<file path="config.mk">
export PLATFORM = sky130hd
export DESIGN_NAME = wb_scoreboard
export DESIGN_NICKNAME = d
export VERILOG_FILES = /design/src/rtl/wb_scoreboard.sv
export SDC_FILE = /design/constraint.sdc
export NUM_CORES = 1
export LEC_CHECK = 0
export ABC_AREA = 0
export CAP_MARGIN = 20
export CORE_ASPECT_RATIO = 1.25
export CORE_MARGIN = 1
export CORE_UTILIZATION = 56
export CTS_CLUSTER_DIAMETER = 100
export CTS_CLUSTER_SIZE = 20
export DETAILED_ROUTE_END_ITERATION = 10
export PLACE_DENSITY = 0.78
export SYNTH_ARGS = -nofsm -noshare
export SYNTH_HDL_FRONTEND = slang
export SYNTH_SLANG_ARGS = --single-unit
</file>
<file path="constraint.sdc">
create_clock -name clk -period 6.45 [get_ports clk]
set_input_delay 1.6125 -clock clk [delete_from_list [all_inputs] [get_ports clk]]
set_output_delay 1.6125 -clock clk [all_outputs]
set_load 0.005 [all_outputs]
</file>
<file path="src/rtl/wb_scoreboard.sv">
// Write-back scoreboard: tracks in-flight register writers between ID/EX issue and
// MEM_WB retirement, and stalls ID when a source operand cannot be forwarded yet.
module wb_scoreboard #(
    parameter int NUM_REGS = 32,
    parameter int CNT_W    = 2,
    parameter int TOT_W    = 7
) (
    input  logic             clk,
    input  logic             rst,
    input  logic             id_valid,
    input  logic [4:0]       id_rs1,
    input  logic [4:0]       id_rs2,
    input  logic             id_use_rs1,
    input  logic             id_use_rs2,
    input  logic [4:0]       id_rd,
    input  logic             id_regwrite,
    input  logic [4:0]       wb_rd,
    input  logic             wb_regwrite,
    input  logic             flush,
    output logic             stall,
    output logic             issue_fire,
    output logic [TOT_W-1:0] outstanding,
    output logic             err_underflow
);

    localparam logic [CNT_W-1:0] CNT_MAX  = {CNT_W{1'b1}};
    localparam logic [CNT_W-1:0] CNT_ZERO = {CNT_W{1'b0}};

    logic [CNT_W-1:0]    cnt_r     [NUM_REGS];
    logic [CNT_W-1:0]    cnt_nxt_s [NUM_REGS];
    logic [NUM_REGS-1:0] dec_s;
    logic [NUM_REGS-1:0] inc_s;
    logic [CNT_W-1:0]    eff_rs1_s;
    logic [CNT_W-1:0]    eff_rs2_s;
    logic [CNT_W-1:0]    eff_rd_s;
    logic                haz1_s;
    logic                haz2_s;
    logic                sat_s;
    logic                stall_s;
    logic                fire_s;
    logic                any_inc_s;
    logic                any_dec_s;
    logic                underflow_s;
    logic [TOT_W-1:0]    outstanding_r;
    logic [TOT_W-1:0]    outstanding_nxt_s;
    logic                err_r;

    // Retire strobes: only registers with a pending writer can be decremented
    always_comb begin
        dec_s = {NUM_REGS{1'b0}};
        for (int r = 1; r < NUM_REGS; r++) begin
            dec_s[r] = wb_regwrite && (wb_rd == 5'(r)) && (cnt_r[r] != CNT_ZERO);
        end
    end

    // Hazard decision: a same-cycle write-back is forwarded, so it counts as resolved
    always_comb begin
        eff_rs1_s   = cnt_r[id_rs1] - CNT_W'(dec_s[id_rs1]);
        eff_rs2_s   = cnt_r[id_rs2] - CNT_W'(dec_s[id_rs2]);
        eff_rd_s    = cnt_r[id_rd]  - CNT_W'(dec_s[id_rd]);
        haz1_s      = id_use_rs1 && (id_rs1 != 5'd0) && (eff_rs1_s != CNT_ZERO);
        haz2_s      = id_use_rs2 && (id_rs2 != 5'd0) && (eff_rs2_s != CNT_ZERO);
        sat_s       = id_regwrite && (id_rd != 5'd0) && (eff_rd_s == CNT_MAX);
        stall_s     = id_valid && (haz1_s || haz2_s || sat_s);
        fire_s      = id_valid && !stall_s;
        any_inc_s   = fire_s && id_regwrite && (id_rd != 5'd0);
        any_dec_s   = wb_regwrite && (wb_rd != 5'd0) && (cnt_r[wb_rd] != CNT_ZERO);
        underflow_s = wb_regwrite && (wb_rd != 5'd0) && (cnt_r[wb_rd] == CNT_ZERO);
    end

    // Issue strobes for the destination of the instruction leaving ID
    always_comb begin
        inc_s = {NUM_REGS{1'b0}};
        for (int r = 1; r < NUM_REGS; r++) begin
            inc_s[r] = fire_s && id_regwrite && (id_rd == 5'(r));
        end
    end

    // Next counter values; flush squashes everything including this cycle's events
    always_comb begin
        for (int r = 0; r < NUM_REGS; r++) begin
            if (flush) begin
                cnt_nxt_s[r] = CNT_ZERO;
            end else begin
                cnt_nxt_s[r] = cnt_r[r] + CNT_W'(inc_s[r]) - CNT_W'(dec_s[r]);
            end
        end
        if (flush) begin
            outstanding_nxt_s = {TOT_W{1'b0}};
        end else begin
            outstanding_nxt_s = outstanding_r + TOT_W'(any_inc_s) - TOT_W'(any_dec_s);
        end
    end

    // Pending-writer counters and running total
    always_ff @(posedge clk or posedge rst) begin
        if (rst) begin
            for (int r = 0; r < NUM_REGS; r++) begin
                cnt_r[r] <= CNT_ZERO;
            end
            outstanding_r <= {TOT_W{1'b0}};
        end else begin
            for (int r = 0; r < NUM_REGS; r++) begin
                cnt_r[r] <= cnt_nxt_s[r];
            end
            outstanding_r <= outstanding_nxt_s;
        end
    end

    // Sticky underflow flag; survives flush, cleared only by reset
    always_ff @(posedge clk or posedge rst) begin
        if (rst) begin
            err_r <= 1'b0;
        end else if (underflow_s) begin
            err_r <= 1'b1;
        end else begin
            err_r <= err_r;
        end
    end

    assign stall         = stall_s;
    assign issue_fire    = fire_s;
    assign outstanding   = outstanding_r;
    assign err_underflow = err_r;

endmodule

</file>
==> key figures <==
Floorplan
  • Die X: 106 µm
  • Die H: 132 µm
  • Total die area: 0.0141 mm²
  • IO Count: 38
  • Core area: ~0.013 mm²
  • Site row count: 47
  • Initial Utilization: 57.5%

Clock network
  • TritonCTS Buffers: 9
  • Root buffer cell: clkbuf_16
  • H-tree depth: 3
  • Reg clk slew, reported paths: 60 ps
  • # hold bufs at CTS: 0
  • Worst skew pair latency: 340 ps
  • CTS max path bufs: 2
  • CTS tree: yes
  • CTS Sinks: 70

Timing
  • Slew Viols, Final: 0
  • Final hold vios: 0
  • Max Clock Freq: 157 MHz
  • Period utilisation layout: between 90% and 100%
  • Worst Skew: 5.33 ps
  • Slew margin rel.: 36.4%
  • Setup TNS: 0 ps
  • Unrepaired setup endpoints after global routing: no
  • Final setup viols: 0
  • Post-layout minimum cycle time: 6370 ps
  • Hold Slack: 480 ps
  • Worst-Margin Slew: 951 ps

Placed design
  • Placed cell area: 0.00909 mm²
  • GP Congestion: roughly 1.1
  • Post-DP HPWL: 22700 µm
  • I/O Buffers: 37

Synth
  • Share of flip-flops with an asynchronous set or reset: between 90% and 100%
  • Syn Std Cell Area: 0.00761 mm²
  • Post-synth cell types: 71
  • Yosys warnings: 0
  • Post-synth net total: 922
  • Yosys reg bits: 70
  • Mapped Cells: 823
  • Post-synth EDFFs: 0
  • Top_reg_cell synth: dfrtp_1
  • Sequential share of the synthesized area: a little under a quarter
  • Synth Area per Inst: 9.25 µm²

Power and ir drop
  • Gate power share: 29.1%
  • Clock Power Share: 38.7%
  • Maximum vdd drop: 0.224 mV
  • Leak: roughly 4.5 nW
  • Int Pwr: 1.00 mW
  • Share of power burned in registers: 32.2%
  • Sw Ratio: a little under a third
  • PwrDens: 151 mW/mm²
  • Sw power: 450 µW

Global route
  • Tot GR Track Use: 44.7%
  • GR Overflow Total: 0
  • Number of global-route vias before repair: 8149
  • First-pass GRT wire length: 46500 µm
  • Initial antenna violation count: 1
  • Largest net degree at the start of global routing: 71

Finish
  • Area Overhead vs Synth: 26.4%
  • Post-route cell area: 0.00963 mm²
  • Final net count: 1061
  • Inserted Diodes: 0
  • Commonest non-fill, non-tap cell in the layout: buf_4
  • Commonest non-fill, non-tap cells in the layout: buf_4, nor2_1, dfrtp_1, ha_1, inv_1
  • Fraction of layout cells with a size suffix above 1: 26.3%

Routing
  • Final wirelength: a little over 30000 µm
  • Initial DRC Count: 924
  • Drc violations: 0
  • Via/cell ratio: between 6 and 7
  • Initial DRT Pass Iterations: 8
  • Post-detailed-route count of antenna-violating nets: 0
  • Routed len/inst: 26.7 µm
  • Via count: 7870

Worst setup path
  • Worst Path Max Fanout: 13
  • Slowest library cell on the worst path: clkdlybuf4s50_1
  • Crit path launch: id_rs1[0]
  • Crit path launch type: input port
  • FF-to-FF Start: cnt_r[26]
  • Buf/Inv on CP: 4
  • Crit path required time: 4840 ps
  • Delay-heaviest family, CP: simple AND/OR/NAND/NOR gates
  • Worst path cell trace: clkdlybuf4s50_1 > buf_12 > mux2_1 > or3_1 > and4b_1 > or3_4 > a21oi_1 > or4b_4 > nand4_4 > buf_4 > nor2_1 > dlygate4sd2_1
  • Crit Path Category: input port to output port
  • Critical Path Max Stage Delay: 510 ps
  • Worst Setup End Kind: output port
  • Worst EP arrival: between 4000 and 5000 ps

Run
  • Max_cap viols: 0

Status
  • Status: complete, no violations

Worst hold path
  • Min-delay worst type: flip-flop to flip-flop
  • Worst hold start: err_underflow
## Yosys cell counts (4+ instances only)
library cell   n  area, µm²
nor2b_1       42        263
o2111ai_1     12        105
buf_6          7       78.8
xnor2_1       35        307
o311ai_0       4       35.0
nand2_1       33        124
nand2b_1      11       68.8
clkbuf_1      27        101
buf_1          4       15.0
o21ai_0       33        165
nor3_1        30        150
o32ai_1        6       52.6
o211ai_1       5       37.5
nor3b_1        6       45.0
inv_1         50        188
a22oi_1        5       37.5
a21o_1         5       37.5
nand3_1       14       70.1
mux4_2        48       1080
mux2i_1       17        170
ha_1          70        876
nor2_1        97        364
or3_1         38        238
buf_2         16       80.1
o31ai_1        7       52.6
dfrtp_1       70       1750
xor2_1        33        289
a21oi_1       12       60.1
nand4_1        6       37.5
o22ai_1       11       68.8
## state kept, by name (all words and copies together), names as in the netlist
signal / cells
outstanding: 7
cnt_r: 62
err_underflow: 1
## power groups by stage
stage          Sequential [mW]  Combinational (mW)  Clock (mW)
2_1_floorplan            0.474               0.230           0
5_1_grt                  0.469               0.447       0.579
3_5_place_dp             0.476               0.397           0
3_3_place_gp             0.474               0.385           0
6_report                 0.468               0.423       0.562
4_1_cts                  0.468               0.404       0.561
## final timing paths
kind                            slack, ps             end  depth (start not counted)
max in group asynchronous            3990       cnt_r[60]                          3
worst max-delay path                   80      issue_fire                         12
worst max register to register       1400  outstanding[6]                         25
worst min-delay path                  480   err_underflow                          1
worst min register to register        480   err_underflow                          1
min in group asynchronous            1890       cnt_r[26]                          3
## routing by layer
metal	vias up	GRT usage, %	share of wire (%)
li1	3313	-	-
met4	0	31.7	8.4
met1	3691	53.5	34
met5	-	0	0
met3	212	10.3	11
met2	654	70.6	46
## through the flow
step / cells / power (mW) / setup WS [ps] / util, %
floorplan: 823 / 0.704 / 116 / -
global placement: 1119 / 0.860 / -504 / 68.7
detailed placement: 1119 / 0.873 / -468 / 68.7
CTS: 1135 / 1.43 / 6.34 / 71.9
global route: 1138 / 1.50 / 6.23 / 72.7
finish: 1138 / 1.45 / 78.0 / 72.7
## layout make-up
class                   count  area [µm²]
clock inverters             5        81.3
inverters                  52         199
flip-flops and latches     70        1750
well taps                 171         214
repair buffers            183        1610
fillers                  1002        3610
clock buffers              11         243
multi-input cells         646        5530
## worst register-to-register path, delay by kind of cell, from the launching register on
kind | cells | cell delay (ps)
AND/OR/NAND/NOR | 9 | 1480
adder cells (fa/ha/maj) | 4 | 1080
AO/OA/AOI/OAI | 7 | 890
multiplexers | 1 | 580
flip-flops | 1 | 450
buffers and inverters | 3 | 280
XOR/XNOR | 1 | 160
## what timing repair did
action / CTS / global route
setup buffers: 0 / 1
resized for setup: 29 / 24
pin swaps: 7 / 6
gates cloned: 0 / 1
endpoints found under the setup margin: 4 / 5
## cells by family after synthesis
group                      share of synthesized area [%]
AOI/OAI and AO/OA                                   13.0
xor gates and xnor gates                            7.82
adders and majority gates                           11.8
buffers and inverters                               6.28
DFF                                                 23.0
muxes                                               17.4
and+or+nand+nor                                     20.7
Power figures use the tool's default switching activity.
